[config.mk]
export PLATFORM = sky130hd
export DESIGN_NAME = ifetch_buf
export DESIGN_NICKNAME = d
export VERILOG_FILES = /design/src/rtl/ifetch_buf.sv
export SDC_FILE = /design/constraint.sdc
export NUM_CORES = 1
export LEC_CHECK = 0
export BUFFER_PORTS_ARGS = -buffer_cell sky130_fd_sc_hd__buf_2
export CAP_MARGIN = 15
export CORE_ASPECT_RATIO = 1.75
export CORE_MARGIN = 2
export CORE_UTILIZATION = 50
export DETAILED_ROUTE_END_ITERATION = 12
export PLACE_DENSITY_LB_ADDON = 0.15
export SETUP_SLACK_MARGIN = 0.05
export SYNTH_ARGS = -nofsm -noshare
export SYNTH_HDL_FRONTEND = slang
export SYNTH_SLANG_ARGS = --single-unit
[constraint.sdc]
create_clock -name clk -period 4.9 [get_ports clk]
set_input_delay 0.98 -clock clk [delete_from_list [all_inputs] [get_ports clk]]
set_output_delay 0.98 -clock clk [all_outputs]
set_load 0.05 [all_outputs]
[src/rtl/ifetch_buf.sv]
// Single-entry instruction fetch buffer sitting between data_path and instruction memory.
// A hit returns the buffered word combinationally; a miss issues one registered request and stalls.
module ifetch_buf #(
  parameter logic [31:0] NOP_INSTR = 32'hE1A00000,
  parameter logic [7:0]  TIMEOUT   = 8'd255
) (
  input  logic        clk,
  input  logic        reset,
  input  logic [31:0] pc,
  output logic [31:0] instr,
  output logic        stall,
  output logic        fault,
  output logic        mem_req,
  output logic [31:0] mem_addr,
  input  logic [31:0] mem_rdata,
  input  logic        mem_ack
);

  typedef enum logic [1:0] {IDLE, WAIT, ERR} state_t;

  state_t      state_reg, state_next;
  logic        buf_valid_reg, buf_valid_next;
  logic [29:0] buf_tag_reg, buf_tag_next;
  logic [31:0] buf_data_reg, buf_data_next;
  logic        mem_req_reg, mem_req_next;
  logic [31:0] mem_addr_reg, mem_addr_next;
  logic [7:0]  cnt_reg, cnt_next;
  logic        hit;

  assign mem_req  = mem_req_reg;
  assign mem_addr = mem_addr_reg;

  always_ff @(posedge clk or posedge reset) begin
    if (reset) begin
      state_reg     <= IDLE;
      buf_valid_reg <= 1'b0;
      buf_tag_reg   <= '0;
      buf_data_reg  <= '0;
      mem_req_reg   <= 1'b0;
      mem_addr_reg  <= '0;
      cnt_reg       <= '0;
    end else begin
      state_reg     <= state_next;
      buf_valid_reg <= buf_valid_next;
      buf_tag_reg   <= buf_tag_next;
      buf_data_reg  <= buf_data_next;
      mem_req_reg   <= mem_req_next;
      mem_addr_reg  <= mem_addr_next;
      cnt_reg       <= cnt_next;
    end
  end

  always_comb begin
    hit            = buf_valid_reg && (pc[1:0] == 2'b00) && (pc[31:2] == buf_tag_reg);
    state_next     = state_reg;
    buf_valid_next = buf_valid_reg;
    buf_tag_next   = buf_tag_reg;
    buf_data_next  = buf_data_reg;
    mem_req_next   = mem_req_reg;
    mem_addr_next  = mem_addr_reg;
    cnt_next       = cnt_reg;
    instr          = NOP_INSTR;
    stall          = 1'b1;
    fault          = 1'b0;

    case (state_reg)
      IDLE: begin
        if (hit) begin
          instr = buf_data_reg;
          stall = 1'b0;
        end else if (pc[1:0] != 2'b00) begin
          state_next = ERR;
        end else begin
          mem_req_next  = 1'b1;
          mem_addr_next = {pc[31:2], 2'b00};
          cnt_next      = '0;
          state_next    = WAIT;
        end
      end
      WAIT: begin
        // The latched request owns this state; pc is not looked at until IDLE.
        if (mem_ack) begin
          buf_data_next  = mem_rdata;
          buf_tag_next   = mem_addr_reg[31:2];
          buf_valid_next = 1'b1;
          mem_req_next   = 1'b0;
          state_next     = IDLE;
        end else if (cnt_reg == TIMEOUT) begin
          mem_req_next = 1'b0;
          state_next   = ERR;
        end else begin
          cnt_next = cnt_reg + 8'd1;
        end
      end
      ERR: begin
        fault = 1'b1;
      end
      default: begin
        state_next = IDLE;
      end
    endcase
  end

endmodule

; ---- Yosys cells after proc, flatten, opt, wreduce, memory -nomap -nowiden
; Index checks and enable logic that the tools add are counted.
[totals]
regBits = 104
[op_classes]
n_addsub = 1
n_eq_ne = 9
muxes = 20
bitwise = 3
reduce_logical = 11
[ops]
columns = operator, count
row1 = $mux W32, 2
row2 = $mux W8, 4
row3 = $eq A30 B30 Y1, 1
row4 = $pmux W8 S2, 1
row5 = $add A8 B1 Y8 const B, 1
row6 = $eq A8 B8 Y1 const B, 1
row7 = $mux W2, 4
row8 = $ne A2 B2 Y1 const B, 4
row9 = $mux W1, 7
row10 = $pmux W2 S3, 1
row11 = $reduce_and A3 Y1, 2
row12 = $reduce_and A5 Y1, 1
row13 = $logic_not A2 Y1, 2
row14 = $reduce_and A4 Y1, 1
row15 = $reduce_bool A2 Y1, 2
row16 = $ne A3 B3 Y1 const B, 1
row17 = $not A1 Y1, 3
row18 = $eq A2 B1 Y1 const B, 1
row19 = $eq A2 B2 Y1 const B, 1
row20 = $logic_and A1 B1 Y1, 2
row21 = $pmux W1 S2, 1
row22 = $reduce_and A2 Y1, 1

; ---- Longest topological paths before layout
; Gate-level depths: netlist of run 1.
[depth]
word_depth = 5
ltp_mapped = 7
ltp_nobuf = 6

; ---- Worst setup path after synthesis of run 1
; OpenSTA, ideal clock, no wires.
[synth_timing]
kind = input -> output
start = input port pc[24]
end = output port instr[19]
arrival_ns = 2.448
slack_ns = 1.472
stages = 7
path_buffers = 2
path_cell_list = xnor2_1 nand4_1 nor4_2 and3_1 buf_2 buf_2 and2_1
[synth_between]
elab_chain_len = 4
[synth_lines]
columns = item, line_no
row1 = start: declaration, 9  ; input logic [31:0] pc,
row2 = $eq A30 B30 Y1, 54  ; hit = buf_valid_reg && (pc[1:0] == 2'b00) && (pc[31:2] == buf_tag_reg);
row3 = $logic_and A1 B1 Y1, 54
row4 = $mux W32, 68  ; if (hit) begin
row5 = $mux W32, 66  ; case (state_reg)
row6 = end: declaration, 10  ; output logic [31:0] instr,
; No other way between the ends.

; ---- Worst setup path in the final report of run 1
[layout_timing]
start = input port pc[18]
end = output port instr[11]
; The elaborated chain is that of the path after synthesis.

==> results_dict.tcl, run 1 <==
set metrics [dict create \
    synthXorXnorAreaFrac 0.0554 \
    holdBufCountCts 0 \
    multi_input_area_um2 2010 \
    synthSimpleGateAreaFrac 0.101 \
    cts_tree "done" \
    cp.depth 8 \
    status "finished, final reports clean" \
    die_w_um 77.6 \
    synth_top_family_by_area "multiplexers" \
    nFillCells 780 \
    pwr-share-seq 0.474 \
    final.period_utilization 0.809 \
    cts_inserted_buffers 9 \
    grt_pass1_wl_mm 15.9 \
    worstHoldPathCells 1 \
    worstRegToRegCells 4 \
    syn_to_final_growth_pct 21.9 \
    num_rows 47 \
    start_util 0.507 \
    netlist_area_um2 4740 \
    tightest_slew_ns 1.04 \
    cap_violations 0 \
    whs_ns 0.482 \
    cts_max_level 3 \
    relSlewSlack 0.304 \
    worst-path-buf-inv 3 \
    ys_ff_latch 104 \
    io-pin-count 134 \
    ctsResizeCount 0 \
    crit_required_ns 3.92 \
    clock_latency_ns 0.34 \
    routed_wl_mm 9.67 \
    grt_overflow 0 \
    fin_util 0.618 \
    async_reset_ff_frac 1.00 \
    die_area_um2 10300 \
    crit_top_cell "buf_2" \
    cts_setup_buffers 0 \
    power.density_nw_per_um2 335 \
    coreArea_um2 9350 \
    endpoint_kind "primary output" \
    grt_max_degree 71 \
    globalplace.congestion 0.771 \
    wire_per_inst_um 16.2 \
    synth_cells 345 \
    grt_pass1_vias 3254 \
    crit_chain "buf_2 > xnor2_1 > nand4_1 > nor4_2 > and3_1 > buf_4 > and2_1 > buf_2" \
    reg2reg_from "state_reg[1]" \
    min_period_ns 3.96 \
    seq_area_frac_synth 0.549 \
    seqCellArea_um2 2600 \
    path_clk_slew_ns 0.06 \
    synth_compound_area_frac 0.0309 \
    synth_edf_count 0 \
    combPwrFrac 0.120 \
    reg2reg_slack_ns 2.44 \
    dp_hpwl_mm 6.99 \
    die_h_um 133 \
    setup_tns_ns 0 \
    worstReg2RegEnd "buf_data_reg[3]" \
    drc 0 \
    hold_viol 0 \
    nNetsFinal 541 \
    startpoint_type "input pin" \
    yosys-mux-area-fraction 0.230 \
    cp_slowest_cell "nor4_2" \
    clockRootBuffer "clkbuf_16" \
    dr.pass1.iters 4 \
    p_leak_nw 3.03 \
    largest_reg_flops 32 \
    drive_gt1_frac 0.527 \
    yosys_warnings 0 \
    grt.total_usage 0.198 \
    cts_buffer_depth 2 \
    maxSlewViolCount 0 \
    pre_cts_ws_ns 0.864 \
    ys.flop_type "dfrtp_1" \
    internal-power_w 0.00146 \
    vias 3047 \
    crit_start "pc[18]" \
    final.setup_skew_ns 0.00590 \
    path_class "input pin to primary output" \
    synth_cell_type_count 38 \
    fmax_mhz 252 \
    cts_sinks 104 \
    avgSynthCellArea_um2 13.7 \
    p_clk_frac 0.406 \
    worstPathArrival_ns 2.98 \
    synth_adder_area_share 0.00264 \
    ir_drop_mv 0.246 \
    antenna_found_initial 0 \
    max_stage_delay_ns 0.50 \
    via_per_inst 5.10 \
    ant_nets 0 \
    p_sw_frac 0.246 \
    setup_viol_count_final 0 \
    endpoint "instr[11]" \
    drt_iter0_drc 108 \
    port_buffers 131 \
    antenna_cells 0 \
    p_switching_w 0.000478 \
    hold_class "register to register" \
    rsz0062_at_grt "false" \
    path_max_fanout 42 \
    crit_family "simple AND/OR/NAND/NOR gates" \
    fin_ws_ns 0.937 \
]
==> routing by layer <==
layer / share of wire / track usage
met1: 0.36 / 0.209
met5: 0 / 0
met4: 0.025 / 0.0813
met2: 0.56 / 0.368
met3: 0.052 / 0.0450
==> how the worst min path moves through the flow <==
stage / startpoint / endpoint
after floorplan: buf_valid_reg / buf_valid_reg
after global placement: buf_valid_reg / buf_valid_reg
after detailed placement: buf_valid_reg / buf_valid_reg
after CTS: buf_valid_reg / buf_valid_reg
after global routing: buf_valid_reg / buf_valid_reg
final: buf_valid_reg / buf_valid_reg
==> layout by cell type, fill, tap and decap left out, types with 2 or more instances in the layout <==
master,n
nand2_1,7
inv_1,2
clkbuf_16,9
buf_2,131
a211o_1,6
nor4_2,2
xnor2_1,30
o211a_1,2
and2b_1,2
nand3_1,3
nand4_1,7
and2_1,27
nor3_1,3
o22a_1,2
nor2_1,3
buf_4,3
dfrtp_1,104
nor3b_1,2
and3_1,3
bufinv_16,3
nand2b_1,7
conb_1,2
mux2_1,2
mux2_2,95
nor4_1,2
==> power by group through the flow <==
stage | clock network (W) | logic, W | registers (W)
after floorplan | 0 | 0.0000639 | 0.00103
after global placement | 0 | 0.000232 | 0.000933
after detailed placement | 0 | 0.000235 | 0.000936
after CTS | 0.000807 | 0.000236 | 0.000920
after global routing | 0.000843 | 0.000247 | 0.000924
final | 0.000788 | 0.000232 | 0.000919
==> Yosys cell counts, drive strengths merged, types with 3 or more instances <==
master	n	share of area
xnor2	30	0.055
nand4	7	0.0092
a211o	6	0.011
and3	3	0.0040
nor4	5	0.012
inv	3	0.0024
nor3	3	0.0032
buf	17	0.027
mux2	97	0.23
nand2b	7	0.0092
nand2	8	0.0063
nor2	4	0.0047
nand3	3	0.0032
dfrtp	104	0.55
and2	27	0.036
==> final cells by class <==
type	count	area share
Clock buffer	10	0.0396
Inverter	3	0.00238
Tap cell	122	0.0264
Clock inverter	4	0.0164
Multi-Input combinational cell	221	0.348
Timing Repair Buffer	134	0.117
Sequential cell	104	0.450
==> per-stage QoR <==
stage                     area, um2  instances  total power (W)
final                          5780        598          0.00194
after global routing           5780        598          0.00201
after CTS                      5780        598          0.00196
after detailed placement       5460        584          0.00117
after global placement         5460        584          0.00117
after floorplan                4750        346          0.00109
==> cell families (layout without fill, tap and decap cells) <==
family,Yosys count,count (layout)
adders and majority gates,1,1
muxes,97,97
and+or+nand+nor,75,75
DFF,104,104
AOI/OAI and AO/OA,16,16
other,1,2
buffers and inverters,21,151
xor gates and xnor gates,30,30
Power figures use the tool's default switching activity.
==> inputs of run 2 (changes only) <==
CORE_UTILIZATION = 47   (was 50)
clock period = 3.6 ns   (was 4.9 ns; I/O delays follow)
==> run 2 against run 1 <==
  * Register-to-register slack worse by 1.2 ns
  * Count of clock-buffer cells in the layout is 1 lower
  * First-iteration DRC count up 38%
  * Total power is 29% higher
  * Sequential share of layout area decreased by 0.19 points
  * Non-clock buffer count grew 3
  * Hold slack lost 0.056 ns
  * Final cell count rose by 1.3%
  * Via count grew 1.7%
  * Core utilization is 2.9 points lower
  * Critical path type unchanged
  * Largest cell class unchanged
==> results_dict.tcl, run 2 (synthesis results as in run 1) <==
set metrics [dict create \
    status "finished, final reports clean" \
    combPwrFrac 0.128 \
    dr.pass1.iters 4 \
    cp_slowest_cell "nor4_2" \
    die_area_um2 10900 \
    num_rows 48 \
    largest_reg_flops 32 \
    clockRootBuffer "clkbuf_16" \
    grt.total_usage 0.184 \
    path_clk_slew_ns 0.07 \
    nFillCells 854 \
    drt_iter0_drc 149 \
    die_h_um 137 \
    cp.depth 8 \
    via_per_inst 5.11 \
    setup_viol_count_final 0 \
    io-pin-count 134 \
    endpoint_kind "primary output" \
    start_util 0.482 \
    die_w_um 79.9 \
    pre_cts_ws_ns 0.256 \
    p_switching_w 0.000696 \
    crit_family "simple AND/OR/NAND/NOR gates" \
    cts_sinks 104 \
    internal-power_w 0.00180 \
    finalInstanceArea_um2 5810 \
    worstPathArrival_ns 2.55 \
    reg2reg_from "state_reg[0]" \
    endpoint "instr[10]" \
    hold_viol 0 \
    grt_pass1_vias 3161 \
    crit_required_ns 2.88 \
    max_stage_delay_ns 0.46 \
    drive_gt1_frac 0.534 \
    worstReg2RegEnd "mem_addr[5]" \
    fmax_mhz 306 \
    fin_ws_ns 0.328 \
    wire_per_inst_um 16.0 \
    p_leak_nw 3.04 \
    syn_to_final_growth_pct 22.4 \
    antenna_cells 0 \
    ctsResizeCount 0 \
    antenna_found_initial 0 \
    cts_inserted_buffers 9 \
    fin_util 0.590 \
    relSlewSlack 0.468 \
    maxSlewViolCount 0 \
    cap_violations 0 \
    path_class "input pin to primary output" \
    final.period_utilization 0.909 \
    hold_class "input pin to async pin" \
    ir_drop_mv 0.329 \
    setup_tns_ns 0 \
    worst-path-buf-inv 3 \
    holdBufCountCts 0 \
    path_max_fanout 42 \
    ant_nets 0 \
    cts_setup_buffers 0 \
    grt_overflow 0 \
    pwr-share-seq 0.500 \
    finalNonFillerCells 606 \
    grt_max_degree 92 \
    cts_buffer_depth 2 \
    power.density_nw_per_um2 430 \
    vias 3098 \
    tightest_slew_ns 0.795 \
    cts_tree "done" \
    globalplace.congestion 0.772 \
    clock_latency_ns 0.34 \
    routed_wl_mm 9.67 \
    drc 0 \
    grt_pass1_wl_mm 15.3 \
    crit_start "pc[31]" \
    place_area_um2 5500 \
    dp_hpwl_mm 7.02 \
    nNetsFinal 544 \
    cts_max_level 3 \
    crit_chain "buf_2 > xnor2_1 > nand4_1 > nor4_2 > and3_1 > buf_12 > and2_1 > buf_2" \
    seqCellArea_um2 2600 \
    reg2reg_slack_ns 1.29 \
    port_buffers 131 \
    startpoint_type "input pin" \
    coreArea_um2 9850 \
    multi_input_area_um2 2010 \
    p_sw_frac 0.279 \
    min_period_ns 3.27 \
    rsz0062_at_grt "false" \
    crit_top_cell "buf_2" \
    layout.cells.most_common "buf_2" \
    layout_common_cells "buf_2, dfrtp_1, mux2_2, xnor2_1, and2_1" \
    final.setup_skew_ns 0.00772 \
    p_clk_frac 0.371 \
    worstRegToRegCells 4 \
    dp_cells 589 \
]
## run 2: cell count changes in the layout (fill, tap and decap cells not counted)
cell | before | now
clkinvlp_4 | 0 | 1
buf_16 | 0 | 1
bufinv_16 | 3 | 0
buf_12 | 0 | 2
clkbuf_1 | 1 | 0
clkinv_2 | 1 | 2
inv_6 | 0 | 4
## run 2: cell type report
type | instances | share of cell area
sequential | 104 | 0.448
multi-input combinational | 221 | 0.346
clock buffer | 9 | 0.0388
tap | 125 | 0.0269
clock inverter | 7 | 0.00905
timing repair buffer | 137 | 0.128
inverter | 3 | 0.00237
## run 2: how the worst min path moves through the flow
stage,from,to
after floorplan,buf_valid_reg,buf_valid_reg
after global placement,buf_valid_reg,buf_valid_reg
after detailed placement,buf_valid_reg,buf_valid_reg
after CTS,buf_valid_reg,buf_valid_reg
after global routing,reset,buf_tag_reg[3]
final,reset,buf_data_reg[5]
## run 2: metrics by stage
step / hold WS, ns / total power [W]
detailed placement: 0.456 / 0.00159
global placement: 0.451 / 0.00159
finish: 0.426 / 0.00249
floorplan: 0.434 / 0.00148
CTS: 0.477 / 0.00252
global route: 0.473 / 0.00260
## run 2: power groups by stage
stage	sequential (W)	combinational [W]	clock (W)
floorplan	0.00140	0.0000870	0
detailed placement	0.00127	0.000321	0
global placement	0.00127	0.000318	0
finish	0.00125	0.000320	0.000926
global route	0.00126	0.000341	0.00101
CTS	0.00125	0.000322	0.000950
## run 2: routing by layer
layer | global-route usage | vias to the layer above | wire [um]
li1 | - | 1469 | -
met1 | 0.209 | 1534 | 3650
met2 | 0.331 | 84 | 5350
met3 | 0.0416 | 11 | 500
met4 | 0.0725 | 0 | 167
met5 | 0 | - | 0
## run 2: worst register-to-register path, delay by kind of cell, from the launching register on
kind	cells	cell delay (ns)
AOI/OAI and AO/OA	1	0.34
buffers and inverters	1	0.40
DFF	1	0.45
muxes	1	0.40
and+or+nand+nor	1	0.61
